## src/rtl/ad9910_cfg_seq.sv

```systemverilog
// ad9910_cfg_seq: AD9910 register-write sequencer feeding the byte-level SPI master.
// Walks the init table on start, then serves Profile 0 FTW rewrites.
// Optional macro AD9910_READBACK_EN: after init, read CFR1 back and flag a mismatch on cfg_err.
//
// state   | meaning
// IDLE    | waiting for start or a pending FTW rewrite
// LOAD    | latch the next frame into the byte shifter, raise cs_hold
// SEND    | hand one byte to the SPI master (spi_en pulse)
// WAIT    | wait for spi_done of the current byte
// GAP     | cs_hold low between register frames
// IOUPD   | io_update pulse
// DONE    | single-cycle completion, sets cfg_done after init
// RB_SEND | issue one byte of the CFR1 read frame
// RB_WAIT | wait for spi_done, capture spi_rdata
module ad9910_cfg_seq #(
  parameter int          IOUPD_CYCLES = 8,
  parameter int          GAP_CYCLES   = 4,
  parameter logic [15:0] ASF_DEFAULT  = 16'h3FFF
) (
  input  logic        sys_clk,
  input  logic        sys_rst,
  input  logic        start,
  input  logic [31:0] ftw_in,
  input  logic        ftw_wr,
  output logic        spi_en,
  output logic [7:0]  spi_sdata,
  input  logic [7:0]  spi_rdata,
  input  logic        spi_done,
  output logic        cs_hold,
  output logic        io_update,
  output logic        busy,
  output logic        cfg_done,
  output logic        cfg_err
);

  localparam logic [3:0] S_IDLE  = 4'd0;
  localparam logic [3:0] S_LOAD  = 4'd1;
  localparam logic [3:0] S_SEND  = 4'd2;
  localparam logic [3:0] S_WAIT  = 4'd3;
  localparam logic [3:0] S_GAP   = 4'd4;
  localparam logic [3:0] S_IOUPD = 4'd5;
  localparam logic [3:0] S_DONE  = 4'd6;
`ifdef AD9910_READBACK_EN
  localparam logic [3:0] S_RB_SEND = 4'd7;
  localparam logic [3:0] S_RB_WAIT = 4'd8;
`endif

  // Entries 0..4 are the init table; entry 5 is the run-time FTW frame.
  localparam logic [2:0] LAST_INIT = 3'd4;
  localparam logic [2:0] FTW_ENTRY = 3'd5;

  logic [3:0]  state;
  logic [2:0]  entry;
  logic [71:0] shreg;
  logic [3:0]  bytes_left;
  logic [15:0] tmr;
  logic        ftw_pend;
  logic [31:0] ftw_val;
  logic [31:0] ftw_cur;
  logic [71:0] frame;
  logic [3:0]  frame_len;

`ifdef AD9910_READBACK_EN
  logic [2:0]  rb_cnt;
  logic [31:0] rb_word;
`else
  logic        unused_rdata;
  assign unused_rdata = ^spi_rdata;
  assign cfg_err      = 1'b0;
`endif

  assign busy = (state != S_IDLE);

  // Frame contents, left-justified: instruction byte then data MSB first.
  always_comb begin
    frame     = '0;
    frame_len = 4'd4;
    case (entry)
      3'd0: frame = {8'h00, 32'h00000002, 32'h0};
      3'd1: frame = {8'h01, 32'h01400820, 32'h0};
      3'd2: frame = {8'h02, 32'h053F4132, 32'h0};
      3'd3: frame = {8'h03, 32'h0000007F, 32'h0};
      3'd4: begin
        frame     = {8'h0E, ASF_DEFAULT, 16'h0000, 32'h19999999};
        frame_len = 4'd8;
      end
      default: begin
        frame     = {8'h0E, ASF_DEFAULT, 16'h0000, ftw_cur};
        frame_len = 4'd8;
      end
    endcase
  end

  // Sequencer FSM, byte shifter, timers and the pending-FTW latch.
  always_ff @(posedge sys_clk) begin
    if (sys_rst) begin
      state      <= S_IDLE;
      entry      <= 3'd0;
      shreg      <= '0;
      bytes_left <= 4'd0;
      tmr        <= 16'd0;
      ftw_pend   <= 1'b0;
      ftw_val    <= 32'd0;
      ftw_cur    <= 32'd0;
      spi_en     <= 1'b0;
      spi_sdata  <= 8'h00;
      cs_hold    <= 1'b0;
      io_update  <= 1'b0;
      cfg_done   <= 1'b0;
`ifdef AD9910_READBACK_EN
      cfg_err    <= 1'b0;
      rb_cnt     <= 3'd0;
      rb_word    <= 32'd0;
`endif
    end else begin
      spi_en <= 1'b0;
      if (ftw_wr) begin
        ftw_pend <= 1'b1;
        ftw_val  <= ftw_in;
      end
      case (state)
        S_IDLE: begin
          if (start) begin
            entry    <= 3'd0;
            cfg_done <= 1'b0;
`ifdef AD9910_READBACK_EN
            cfg_err  <= 1'b0;
`endif
            state    <= S_LOAD;
          end else if (ftw_pend && cfg_done) begin
            entry   <= FTW_ENTRY;
            ftw_cur <= ftw_val;
            // A write landing in this very cycle stays pending for the next frame.
            if (!ftw_wr) ftw_pend <= 1'b0;
            state   <= S_LOAD;
          end
        end
        S_LOAD: begin
          shreg      <= frame;
          bytes_left <= frame_len;
          cs_hold    <= 1'b1;
          state      <= S_SEND;
        end
        S_SEND: begin
          spi_en    <= 1'b1;
          spi_sdata <= shreg[71:64];
          shreg     <= {shreg[63:0], 8'h00};
          state     <= S_WAIT;
        end
        S_WAIT: begin
          if (spi_done) begin
            if (bytes_left == 4'd0) begin
              cs_hold <= 1'b0;
              tmr     <= 16'(GAP_CYCLES - 1);
              state   <= S_GAP;
            end else begin
              bytes_left <= bytes_left - 4'd1;
              state      <= S_SEND;
            end
          end
        end
        S_GAP: begin
          if (tmr == 16'd0) begin
            if (entry >= LAST_INIT) begin
              io_update <= 1'b1;
              tmr       <= 16'(IOUPD_CYCLES - 1);
              state     <= S_IOUPD;
            end else begin
              entry <= entry + 3'd1;
              state <= S_LOAD;
            end
          end else begin
            tmr <= tmr - 16'd1;
          end
        end
        S_IOUPD: begin
          if (tmr == 16'd0) begin
            io_update <= 1'b0;
`ifdef AD9910_READBACK_EN
            if (entry == LAST_INIT) begin
              cs_hold <= 1'b1;
              rb_cnt  <= 3'd0;
              state   <= S_RB_SEND;
            end else begin
              state <= S_DONE;
            end
`else
            state <= S_DONE;
`endif
          end else begin
            tmr <= tmr - 16'd1;
          end
        end
        S_DONE: begin
          if (entry == LAST_INIT) cfg_done <= 1'b1;
          state <= S_IDLE;
        end
`ifdef AD9910_READBACK_EN
        S_RB_SEND: begin
          spi_en    <= 1'b1;
          spi_sdata <= (rb_cnt == 3'd0) ? 8'h80 : 8'h00;
          state     <= S_RB_WAIT;
        end
        S_RB_WAIT: begin
          if (spi_done) begin
            if (rb_cnt != 3'd0) rb_word <= {rb_word[23:0], spi_rdata};
            if (rb_cnt == 3'd4) begin
              cs_hold <= 1'b0;
              cfg_err <= ({rb_word[23:0], spi_rdata} != 32'h00000002);
              state   <= S_DONE;
            end else begin
              rb_cnt <= rb_cnt + 3'd1;
              state  <= S_RB_SEND;
            end
          end
        end
`endif
        default: state <= S_IDLE;
      endcase
    end
  end

endmodule

```

## config.mk

```make
export PLATFORM = sky130hd
export DESIGN_NAME = ad9910_cfg_seq
export DESIGN_NICKNAME = d
export VERILOG_FILES = /design/src/rtl/ad9910_cfg_seq.sv
export SDC_FILE = /design/constraint.sdc
export NUM_CORES = 1
export LEC_CHECK = 0
export BUFFER_PORTS_ARGS = -buffer_cell sky130_fd_sc_hd__buf_2
export CORE_UTILIZATION = 40
export DETAILED_ROUTE_END_ITERATION = 7
export SYNTH_ARGS = -nofsm -noshare
export SYNTH_HDL_FRONTEND = slang
export SYNTH_SLANG_ARGS = --single-unit
```

## constraint.sdc

```tcl
create_clock -name sys_clk -period 4.66 [get_ports sys_clk]
set_clock_uncertainty 0.05 [all_clocks]
set_input_delay 0.233 -clock sys_clk [delete_from_list [all_inputs] [get_ports sys_clk]]
set_output_delay 0.233 -clock sys_clk [all_outputs]
set_load 0.01 [all_outputs]
```

==> flow_metrics.tcl <==
set metrics [dict create \
    outcome "completed" \
    drive_above_1_share_pct 11.8 \
    insertion_delay_ns 0.43 \
    maxSlewViolCount 0 \
    ys_warn_count 0 \
    min_path_type "input port to register" \
    slew-limit-headroom_pct 22.3 \
    cts_root_buffer "clkbuf_16" \
    clk_pin_slew_ns 0.07 \
    grt_setup_unrepaired "no" \
    initial_utilization_pct 41.3 \
    ir_drop_v 0.000416 \
    drc 0 \
    rrSetupSlack_ns 1.86 \
    synthArstFlopShare_pct 0 \
    hold_violations 0 \
    firstDrtPassIters 5 \
    antenna_found_initial 0 \
    grt_pass1_wl_um 25600 \
    overflow 0 \
    worstMarginPinSlew_ns 1.17 \
    mostFrequentLayoutCell "dfxtp_1" \
    p_leak_nw 3.05 \
    cts_tree "yes" \
    core.rowCount 47 \
    vias 5732 \
    required_ns 4.86 \
    vias_per_cell 5.32 \
    fp.dieArea_um2 17800 \
    wl_per_cell_um 14.0 \
    crit_path_start_kind "register" \
    ys_ff_latch 175 \
    synth_edf_count 0 \
    post_cts_resized 0 \
    dp_cells 1014 \
    core_um2 16800 \
    chipWidth_um 134 \
    avgSynthCellArea_um2 8.63 \
    fin_cells 1078 \
    setup_viol 0 \
    fin_crit_sh_pct 60.0 \
    fin_nets 898 \
    crit_fanout 29 \
    io_buffer_count 49 \
    min_period_ns 2.80 \
    gp_congestion 0.728 \
    fp.dieH_um 134 \
    end_kind "register" \
    mappedNetlistArea_um2 6920 \
    cts_buffer_depth 2 \
    ys.flop_type "dfxtp_1" \
    fin_util_pct 48.9 \
    syn_inst 802 \
    grt_max_degree 93 \
    antenna_cells 0 \
    numCtsBuffers 17 \
    post-dp-hpwl_um 9100 \
    drv_cap 0 \
    grt_pass1_vias 5262 \
    grt_usage_pct 17.6 \
    initialDrtViolationCount 445 \
    syn2layout_area_growth_pct 18.4 \
    arrival_ns 3.00 \
    io-pin-count 59 \
    ant_nets 0 \
    syn-num-nets 855 \
    max_freq_mhz 357 \
    cts_sinks 175 \
    htreeDepth 4 \
    ys_types 54 \
    powerDensity_nw_per_um2 631 \
    final_cell_mix "dfxtp_1, nand2_1, a21oi_1" \
    crit_type "register to register" \
    tns_ns 0 \
    ys_seq_area_share_pct 50.6 \
    drt_wl_total_um 15100 \
]
## state kept, by name, summed over array words and instances (netlist names), 3 cells and up
| signal | cells |
|---|---|
| bytes_left | 4 |
| entry | 3 |
| ftw_cur | 32 |
| ftw_val | 32 |
| shreg | 72 |
| spi_sdata | 8 |
| state | 3 |
| tmr | 16 |
## through the flow
stage	total power, mW	hold WS (ns)	worst slack [ns]	area (um^2)
finish	5.18	0.0258	1.86	8200
global route	5.56	0.0375	1.54	8200
CTS	5.22	0.00713	1.84	8200
detailed placement	3.76	0.395	1.84	7280
global placement	3.74	0.391	1.91	7280
floorplan	3.28	0.280	2.56	6920
## layout make-up
cell class | count | area [um^2]
inverters | 14 | 52.6
repair buffers | 88 | 621
fillers | 1627 | 8560
multi-input cells | 549 | 3150
well taps | 220 | 275
clock buffers | 19 | 443
clock inverters | 13 | 158
flip-flops and latches | 175 | 3500
## worst max-delay path: stages, from the launching register on
cell and delay (ns):
dfxtp_1 0.33, inv_1 0.11, ha_1 0.15, nor4b_1 0.23, nand4_1 0.49, o31ai_4 0.97, o21bai_1 0.22, a221oi_1 0.08
## metal layers
metal	track usage, %	share of wire (%)	routed length [um]	vias up
met5	0	0	0	-
met4	5.11	0.79	119	0
met3	4.60	3.4	506	12
met2	28.1	46	6950	92
met1	23.4	50	7490	2687
li1	-	-	-	2941
## timing repair
action	in CTS	in global routing
hold buffers	32	0
endpoints found under the hold margin	32	0
buffers inserted	0	0
## worst paths after layout
kind | depth (start not counted) | startpoint | end
setup / recovery | 7 | tmr[0] | tmr[2]
hold / removal | 2 | start | entry[2]
setup reg to reg | 7 | tmr[0] | tmr[2]
hold reg to reg | 2 | spi_sdata[2] | spi_sdata[2]
## kinds of logic after synthesis
| kind of cell | synth area share (%) |
|---|---|
| other | 0.0542 |
| muxes | 4.77 |
| DFF | 50.6 |
| and+or+nand+nor | 17.5 |
| AOI/OAI and AO/OA | 21.3 |
| adders and majority gates | 1.45 |
| buffers and inverters | 4.35 |
## synthesized netlist by cell type (4+ instances only)
| cell type | count | share of area [%] |
|---|---|---|
| a222oi_1 | 4 | 0.58 |
| or4_1 | 7 | 0.76 |
| clkbuf_1 | 59 | 3.2 |
| a21oi_1 | 114 | 8.2 |
| ha_1 | 8 | 1.4 |
| inv_1 | 14 | 0.76 |
| a21o_1 | 4 | 0.43 |
| mux2i_1 | 33 | 4.8 |
| nand2b_1 | 7 | 0.63 |
| or3_1 | 9 | 0.81 |
| a221oi_1 | 4 | 0.51 |
| o21ai_0 | 15 | 1.1 |
| dfxtp_1 | 175 | 51 |
| o22ai_1 | 10 | 0.90 |
| buf_2 | 4 | 0.29 |
| a211oi_1 | 4 | 0.43 |
| nor2_1 | 81 | 4.4 |
| nor3_1 | 16 | 1.2 |
| nor4_1 | 4 | 0.36 |
| nand2_1 | 121 | 6.6 |
| o31ai_1 | 11 | 1.2 |
| a22oi_1 | 49 | 5.3 |
## where the power goes
part / internal (mW) / switching (mW)
sequential: 1.74 / 0.245
combinational: 0.629 / 1.14
clock: 0.819 / 0.611
total: 3.18 / 1.99
(Power assumes the default switching activity.)
